File: config.mk
export PLATFORM = sky130hd
export DESIGN_NAME = button_conditioner
export DESIGN_NICKNAME = d
export VERILOG_FILES = /design/src/rtl/timer_soc_pkg.sv /design/src/rtl/button_channel.sv /design/src/rtl/button_conditioner.sv
export SDC_FILE = /design/constraint.sdc
export NUM_CORES = 1
export LEC_CHECK = 0
export ABC_AREA = 1
export CAP_MARGIN = 10
export CORE_UTILIZATION = 58
export CTS_BUF_LIST = sky130_fd_sc_hd__clkbuf_2 sky130_fd_sc_hd__clkbuf_4 sky130_fd_sc_hd__clkbuf_8
export CTS_CLUSTER_DIAMETER = 50
export DETAILED_ROUTE_END_ITERATION = 8
export DONT_BUFFER_PORTS = 1
export PLACE_DENSITY = 0.73
export SETUP_SLACK_MARGIN = 0.15
export SYNTH_ARGS = -nofsm -noshare
export SYNTH_HDL_FRONTEND = slang
export SYNTH_SLANG_ARGS = --single-unit
File: constraint.sdc
create_clock -name clk_clk -period 1.95 [get_ports clk_clk]
set_input_delay 0.4875 -clock clk_clk [delete_from_list [all_inputs] [get_ports clk_clk]]
set_output_delay 0.4875 -clock clk_clk [all_outputs]
set_load 0.01 [all_outputs]
File: src/rtl/timer_soc_pkg.sv
// Shared types and default timing constants for the TimerSoC button front end.
package timer_soc_pkg;

  localparam int unsigned CLK_HZ              = 50_000_000;
  localparam int unsigned DEBOUNCE_CYCLES_DEF = CLK_HZ / 50;  // 20 ms
  localparam int unsigned HOLD_CYCLES_DEF     = CLK_HZ / 2;   // 500 ms
  localparam int unsigned REPEAT_CYCLES_DEF   = CLK_HZ / 10;  // 100 ms

  typedef enum logic [1:0] {
    BTN_IDLE,
    BTN_HELD,
    BTN_RPT
  } btn_state_t;

  function automatic int unsigned max_u(input int unsigned a, input int unsigned b);
    return (a > b) ? a : b;
  endfunction

endpackage

File: src/rtl/button_channel.sv
// One button: 2-FF synchroniser, counter debounce, edge pulses and hold-to-repeat FSM.
module button_channel
  import timer_soc_pkg::*;
#(
  parameter int unsigned DEBOUNCE_CYCLES = DEBOUNCE_CYCLES_DEF,
  parameter int unsigned HOLD_CYCLES     = HOLD_CYCLES_DEF,
  parameter int unsigned REPEAT_CYCLES   = REPEAT_CYCLES_DEF,
  parameter int unsigned REPEAT_EN       = 1
) (
  input  logic clk,
  input  logic rst_n,
  input  logic btn_raw_n,
  output logic level,
  output logic press_pulse,
  output logic release_pulse,
  output logic repeat_pulse
);

  localparam int unsigned CNT_W = $clog2(DEBOUNCE_CYCLES + 1);

  logic             s1_q;
  logic             s2_q;
  logic             level_q;
  logic [CNT_W-1:0] cnt_q;
  logic             press_q;
  logic             release_q;
  logic             flip_c;
  logic             rise_c;
  logic             fall_c;

  // Level flips on the cycle the mismatch run would reach the debounce count.
  assign flip_c = (s2_q != level_q) && (cnt_q == CNT_W'(DEBOUNCE_CYCLES - 1));
  assign rise_c = flip_c & ~level_q;
  assign fall_c = flip_c &  level_q;

  always_ff @(posedge clk or negedge rst_n) begin
    if (!rst_n) begin
      s1_q <= 1'b0;
      s2_q <= 1'b0;
    end else begin
      s1_q <= ~btn_raw_n;
      s2_q <= s1_q;
    end
  end

  always_ff @(posedge clk or negedge rst_n) begin
    if (!rst_n) begin
      level_q   <= 1'b0;
      cnt_q     <= '0;
      press_q   <= 1'b0;
      release_q <= 1'b0;
    end else begin
      press_q   <= rise_c;
      release_q <= fall_c;
      if (s2_q == level_q) begin
        cnt_q <= '0;
      end else if (flip_c) begin
        level_q <= ~level_q;
        cnt_q   <= '0;
      end else begin
        cnt_q <= cnt_q + CNT_W'(1);
      end
    end
  end

  assign level         = level_q;
  assign press_pulse   = press_q;
  assign release_pulse = release_q;

  if (REPEAT_EN != 0) begin : g_rpt
    localparam int unsigned HOLD_W = $clog2(max_u(HOLD_CYCLES, REPEAT_CYCLES) + 1);

    btn_state_t        state_q;
    btn_state_t        state_d;
    logic [HOLD_W-1:0] hcnt_q;
    logic [HOLD_W-1:0] hcnt_d;
    logic              rpt_q;
    logic              rpt_d;

    always_ff @(posedge clk or negedge rst_n) begin
      if (!rst_n) begin
        state_q <= BTN_IDLE;
        hcnt_q  <= '0;
        rpt_q   <= 1'b0;
      end else begin
        state_q <= state_d;
        hcnt_q  <= hcnt_d;
        rpt_q   <= rpt_d;
      end
    end

    // A release edge overrides any expiry on the same cycle.
    always_comb begin
      state_d = state_q;
      hcnt_d  = hcnt_q;
      rpt_d   = 1'b0;
      case (state_q)
        BTN_IDLE: begin
          if (rise_c) begin
            state_d = BTN_HELD;
            hcnt_d  = '0;
          end
        end
        BTN_HELD: begin
          if (hcnt_q == HOLD_W'(HOLD_CYCLES - 1)) begin
            rpt_d   = 1'b1;
            hcnt_d  = '0;
            state_d = BTN_RPT;
          end else begin
            hcnt_d = hcnt_q + HOLD_W'(1);
          end
        end
        BTN_RPT: begin
          if (hcnt_q == HOLD_W'(REPEAT_CYCLES - 1)) begin
            rpt_d  = 1'b1;
            hcnt_d = '0;
          end else begin
            hcnt_d = hcnt_q + HOLD_W'(1);
          end
        end
        default: begin
          state_d = BTN_IDLE;
          hcnt_d  = '0;
        end
      endcase
      if (fall_c) begin
        state_d = BTN_IDLE;
        hcnt_d  = '0;
        rpt_d   = 1'b0;
      end
    end

    assign repeat_pulse = rpt_q;
  end else begin : g_no_rpt
    assign repeat_pulse = 1'b0;
  end

endmodule

File: src/rtl/button_conditioner.sv
// Conditions active-low raw push-buttons into clean active-high levels and event pulses.
module button_conditioner
  import timer_soc_pkg::*;
#(
  parameter int unsigned N_BUTTONS       = 2,
  parameter int unsigned DEBOUNCE_CYCLES = DEBOUNCE_CYCLES_DEF,
  parameter int unsigned HOLD_CYCLES     = HOLD_CYCLES_DEF,
  parameter int unsigned REPEAT_CYCLES   = REPEAT_CYCLES_DEF,
  parameter int unsigned REPEAT_EN       = 1
) (
  input  logic                 clk_clk,
  input  logic                 reset_reset_n,
  input  logic [N_BUTTONS-1:0] btn_raw_n,
  output logic [N_BUTTONS-1:0] buttons_export,
  output logic [N_BUTTONS-1:0] btn_press,
  output logic [N_BUTTONS-1:0] btn_release,
  output logic [N_BUTTONS-1:0] btn_repeat
);

  for (genvar i = 0; i < N_BUTTONS; i++) begin : g_ch
    button_channel #(
      .DEBOUNCE_CYCLES(DEBOUNCE_CYCLES),
      .HOLD_CYCLES    (HOLD_CYCLES),
      .REPEAT_CYCLES  (REPEAT_CYCLES),
      .REPEAT_EN      (REPEAT_EN)
    ) u_ch (
      .clk          (clk_clk),
      .rst_n        (reset_reset_n),
      .btn_raw_n    (btn_raw_n[i]),
      .level        (buttons_export[i]),
      .press_pulse  (btn_press[i]),
      .release_pulse(btn_release[i]),
      .repeat_pulse (btn_repeat[i])
    );
  end

endmodule

# [After elaboration in Yosys (flattened, before gate mapping)]
# Index checks and enable logic that the tools add are counted.
[word_totals] ff_bits=106 latchBits=0 ramBits=0 rom_bits=0 inputBits=4 word_cells=90 mem_count=0
[classes] add_sub_neg=4 multipliers=0 n_div=0 order_cmp=0 eq_ne=20 shifts=0 n_mux=30 bitwise=10 reduce_logical=8
[ops] op="$mux W25" count=8
[ops] op="$pmux W25 S3" count=2
[ops] op="$mux W20" count=4
[ops] op="$add A25 B1 Y25 const B" count=2
[ops] op="$eq A25 B23 Y1 const B" count=2
[ops] op="$eq A25 B25 Y1 const B" count=2
[ops] op="$add A20 B1 Y20 const B" count=2
[ops] op="$eq A20 B20 Y1 const B" count=2
[ops] op="$mux W2" count=6
[ops] op="$ne A3 B1 Y1 const B" count=4
[ops] op="$pmux W2 S3" count=2
[ops] op="$mux W1" count=6
[ops] op="$not A1 Y1" count=6
[ops] op="$reduce_and A3 Y1" count=2
[ops] op="$and A1 B1 Y1" count=4
[ops] op="$eq A2 B1 Y1 const B" count=2
[ops] op="$eq A2 B2 Y1 const B" count=2
[ops] op="$logic_not A2 Y1" count=2
[ops] op="$ne A2 B1 Y1 const B" count=2
[ops] op="$pmux W1 S2" count=2
[ops] op="$reduce_and A2 Y1" count=2
[ops] op="$eq A1 B1 Y1" count=2
[ops] op="$logic_and A1 B1 Y1" count=2
[ops] op="$ne A1 B1 Y1" count=2

# [Logic depth before layout (Yosys ltp)]
[depth] ltp_word=6 depth_mapped=12 mapped_depth_nobuf=12

# [By module]
# From an unflattened synthesis, not the netlist that was laid out.
[hier_totals] hier_cells=910 hier_area_um2=6706.4
[by_module_without_submodules] module="button_channel at g_ch[1].u_ch" instances=1 cells_each=481 area_each_um2=3482.1
[by_module_without_submodules] module="button_channel at g_ch[0].u_ch" instances=1 cells_each=429 area_each_um2=3224.3

# [Worst setup path before layout]
# No wires, ideal clock.
[synth_timing] kind="reg2reg" from="register g_ch[1].u_ch.g_rpt.hcnt_q[0]" to="register g_ch[1].u_ch.g_rpt.hcnt_q[23]" setup_ns=0.126 t_arrival_ns=1.509 t_required_ns=1.824 setup_slack_ns=0.315 stages_incl_launch_ff=12 cell_sequence="dfrtp_1 -> ha_1 -> nand3_1 -> inv_1 -> nand3_1 -> nor2_1 -> nand2_1 -> nand2_2 -> nand2_2 -> buf_2 -> nand3_1 -> o21ai_0"
[synth_between] elab_chain_len=4 word_cells_on_any_way=7 classes_between="add/sub (1); eq/ne (2); mux (4)"
[synth_rtl] item="start: declaration" line="button_channel.sv:75" source="logic [HOLD_W-1:0] hcnt_q;"
[synth_rtl] item="start signal: assignment" line="button_channel.sv:87" source="hcnt_q <= hcnt_d;"
[synth_rtl] item="$add A25 B1 Y25, or another cell as far along" line="button_channel.sv:110, button_channel.sv:118"
[synth_rtl] item="$mux W25, on equally long branches" line="button_channel.sv:114, button_channel.sv:105"
[synth_rtl] item="$pmux W25 S3 *" line="button_channel.sv:97" source="case (state_q)"
[synth_rtl] item="$mux W25 *" line="button_channel.sv:126" source="if (fall_c) begin"
# Every way passes the cells marked *; elsewhere a longest branch is shown, timed or not.
# A chain may end at the register's enable or synchronous reset.

# [Worst setup path in the final report]
[layout_timing] from="register g_ch[1].u_ch.cnt_q[0]" to="register g_ch[1].u_ch.g_rpt.hcnt_q[24]"
[layout_between] elab_chain_len=4 word_cells_on_any_way=6 classes_between="eq/ne (2); mux (1); bitwise (2); reduce/logical (1)"
[layout_rtl] item="start: declaration" line="button_channel.sv:24" source="logic [CNT_W-1:0] cnt_q;"
[layout_rtl] item="start signal: assignment" line="button_channel.sv:61" source="cnt_q <= cnt_q + CNT_W'(1);"
[layout_rtl] item="$eq A20 B20 Y1 *" line="button_channel.sv:32" source="assign flip_c = (s2_q != level_q) && (cnt_q == CNT_W'(DEBOUNCE_CYCLES - 1));"
[layout_rtl] item="$logic_and A1 B1 Y1 *" line="button_channel.sv:32"
[layout_rtl] item="$and A1 B1 Y1, on equally long branches" line="button_channel.sv:34, button_channel.sv:33"
[layout_rtl] item="$ne A3 B1 Y1 (no line) / $mux W25 (equally long branches)"
# Marks and branches as above.

==> flow_summary_export.csv <==
group,metric,value,unit
worst_setup_path,worstReg2RegEnd,"g_ch[1].u_ch.g_rpt.hcnt_q[24]",
power_and_ir_drop,seq_power_share,61.5,%
cells_and_area,layout_commonest_cell,"nand2_1",
sta,worst_slew_pin_slew,0.3516,ns
cts,path_clk_slew,0.11,ns
floorplan,die_h,107.9,um
cts,cts_buffer_depth,2,
synth,synth.distinct_cells,41,
worst_setup_path,arrival,2.07,ns
sta,finalCritPeriodShare,89.52,%
sta,skew,0.01170,ns
drt,drt_iter0_markers,468,
worst_setup_path,cp-startpoint,"g_ch[1].u_ch.cnt_q[0]",
worst_setup_path,end_kind,"flip-flop",
synth,synthFlopType,"dfrtp_1",
drt,drt_wl_total,16.00,mm
drt,firstDrtPassIters,6,
sta,drv_slew,0,
floorplan,die_x,107.9,um
worst_setup_path,worstSetupStartpointType,"flip-flop",
cts,cts_tree,"yes",
cts,cts_root_buf,"clkbuf_8",
cts,cts_buffers,9,
drt,routedWlPerCell,14.80,um
sta,setup_tns,0,ns
drt,vias_per_cell,5.610,
sta,rsz0062_at_grt,"true",
sta,hold_viol_final,106,
synth,synth-seq-cells,106,
sta,fmax,0.5728,GHz
min_path,holdCritPathClass,"in -> async",
grt,grt_max_degree,107,
placed_design,dpl_worst_slack,0.03687,ns
power_and_ir_drop,swShare,23.57,%
sta,relSlewSlack,76.38,%
floorplan,rows,38,
drt,postRouteAntennaNets,0,
synth,synthCells,890,
floorplan,die_area,11650,sq um
placed_design,gp_congestion,0.9375,
floorplan,core,10890,sq um
grt,track_usage,27.90,%
worst_setup_path,reg2regPathDepth,12,
power_and_ir_drop,internal_power,0.002758,W
power_and_ir_drop,power.share.clock,36.7,%
worst_setup_path,path_class,"reg -> reg",
grt,grt_pass1_vias,5626,
sta,hold_ws,-0.2260,ns
cells_and_area,multi_input_area,3510,sq um
synth,syn_area,6507,sq um
placed_design,dp_hpwl,11.12,mm
power_and_ir_drop,pwr-share-comb,1.8,%
worst_setup_path,critPathRequiredTime,2.28,ns
cells_and_area,fillers,905,
cells_and_area,diodes,0,
worst_setup_path,path_max_fanout,5,
synth,synth-edff-count,0,
cts,cts.sinks,106,
power_and_ir_drop,power.density,485.4,nW/um^2
synth,synth-async-reset-ratio,100.0,%
grt,grt_pass1_wl,25.65,mm
cts,clkLatencyLatePin,0.39,ns
floorplan,ios,12,
worst_setup_path,r2r_start,"g_ch[1].u_ch.cnt_q[0]",
sta,min_period,1.746,ns
drt,num_vias,6064,
status,status,"finished, violations left",
placed_design,portBuffers,0,
sta,fin_ws,0.2043,ns
cells_and_area,regArea,2653,sq um
power_and_ir_drop,leakage,3.477,nW
cells_and_area,final_cell_mix,"nand2_1, nor2_1, inv_1, dfrtp_1, nand3_1",
job,maxCapViolations,0,
synth,avgSynthCellArea,7.312,sq um
power_and_ir_drop,peakVddDrop,0.6162,mV
synth,ys_warn_count,0,
synth,synth_fp_nets,906,
sta,finalSetupViolations,0,
cells_and_area,post-route-util,68.28,%
cells_and_area,drive_above_1_share,17.11,%
cells_and_area,nets,952,
cells_and_area,area_growth,14.25,%
grt,overflow,0,
cts,cts.htree.levels,3,
drt,drc,0,
power_and_ir_drop,p_sw,0.0008505,W
floorplan,initial_core_util,59.77,%
worst_setup_path,r2r_slack,0.20,ns
synth,seq_area_frac_synth,40.76,%
grt,grt_antenna_before_repair,0,
status,violations,"hold timing",
[sequential cells by signal, summed over array words and instances (netlist names)]
name / cells
g_ch.u_ch.g_rpt.hcnt_q: 50
g_ch.u_ch.repeat_pulse: 2
g_ch.u_ch.s2_q: 2
g_ch.u_ch.release_pulse: 2
g_ch.u_ch.level: 2
g_ch.u_ch.g_rpt.state_q: 4
g_ch.u_ch.cnt_q: 40
g_ch.u_ch.s1_q: 2
g_ch.u_ch.press_pulse: 2
[critical path: stages, from the launching register on]
cell     delay (ns)
dfrtp_1        0.36
ha_2           0.19
nand2_2        0.07
nor2_4         0.12
nand2_4        0.10
nor2_4         0.13
nand2_4        0.08
nand2_4        0.09
buf_8          0.12
nand4_1        0.13
nor2_1         0.16
nor2_1         0.05
nor2_1         0.09
[through the flow]
stage / area [sq um] / instances / total power (W) / hold slack, ns
finish: 7435 / 1081 / 0.003609 / -0.2260
global route: 7435 / 1081 / 0.003744 / -0.2558
CTS: 7004 / 1055 / 0.003634 / -0.2369
detailed placement: 6713 / 1033 / 0.002315 / 0.1940
global placement: 6713 / 1033 / 0.002310 / 0.1939
floorplan: 6507 / 890 / 0.002299 / 0.1919
[kinds of logic (layout without fill, tap and decap cells)]
family,Yosys count,after routing,synth area share [%]
AND/OR/NAND/NOR,497,498,35.32
buffers and inverters,143,193,9.325
XOR/XNOR,23,23,3.096
flip-flops,106,106,40.76
AO/OA/AOI/OAI,109,109,9.190
adder cells (fa/ha/maj),12,12,2.307
[cells in the mapped netlist (4+ instances only)]
library cell	number	area, sq um
nand2_1	194	728.2
nor2_1	132	495.5
inv_1	111	416.7
dfrtp_1	106	2653
nand3_1	69	345.3
a21oi_1	53	265.3
nand4_1	31	193.9
nor3_1	21	105.1
xor2_1	20	175.2
o21ai_0	19	95.09
o21ai_1	15	75.07
ha_1	12	150.1
nand2_2	12	75.07
buf_4	11	82.58
inv_2	11	41.29
nor2_4	7	78.83
buf_2	6	30.03
nand2_4	6	67.56
nor2_2	6	37.54
nor3b_1	6	45.04
a211oi_1	4	30.03
nor4_1	4	25.02
o22ai_1	4	25.02
[power groups by stage]
stage / clock network [W] / logic, W / registers (W)
after detailed placement: 0 / 0.0000522 / 0.00226
final: 0.00132 / 0.0000662 / 0.00222
after global routing: 0.00144 / 0.0000769 / 0.00222
after CTS: 0.00136 / 0.0000532 / 0.00222
after floorplan: 0 / 0.0000380 / 0.00226
after global placement: 0 / 0.0000485 / 0.00226
[metal layers]
layer	track usage [%]	vias to the layer above	routed length, um
li1	-	2956	-
met1	35.68	2874	6807
met2	48.12	198	7998
met3	4.903	36	870
met4	8.513	0	321
met5	0	-	0
[what timing repair did]
| item | in CTS | in global routing |
|---|---|---|
| gates cloned | 0 | 2 |
| resized for setup | 14 | 58 |
| endpoints found under the setup margin | 38 | 71 |
| endpoints found under the hold margin | 106 | 106 |
| setup buffers | 6 | 24 |
| pin swaps | 5 | 30 |
[final cells by class]
class	count	share of cell area, %
inverter	123	6.378
clock inverter	5	0.5217
multi-input combinational	642	47.21
sequential	106	35.68
timing repair buffer	54	5.907
tap	140	2.356
clock buffer	11	1.952
[how the worst max path moves through the flow]
stage,to,slack (ns),cells after the start
CTS,g_ch[1].u_ch.g_rpt.hcnt_q[24],0.14,12
global route,g_ch[0].u_ch.g_rpt.hcnt_q[16],0.10,12
finish,g_ch[1].u_ch.g_rpt.hcnt_q[24],0.20,12
floorplan,g_ch[1].u_ch.g_rpt.hcnt_q[23],0.32,11
detailed placement,g_ch[0].u_ch.g_rpt.hcnt_q[8],0.04,10
global placement,g_ch[0].u_ch.g_rpt.hcnt_q[5],0.10,10
Power figures use the tool's default switching activity.
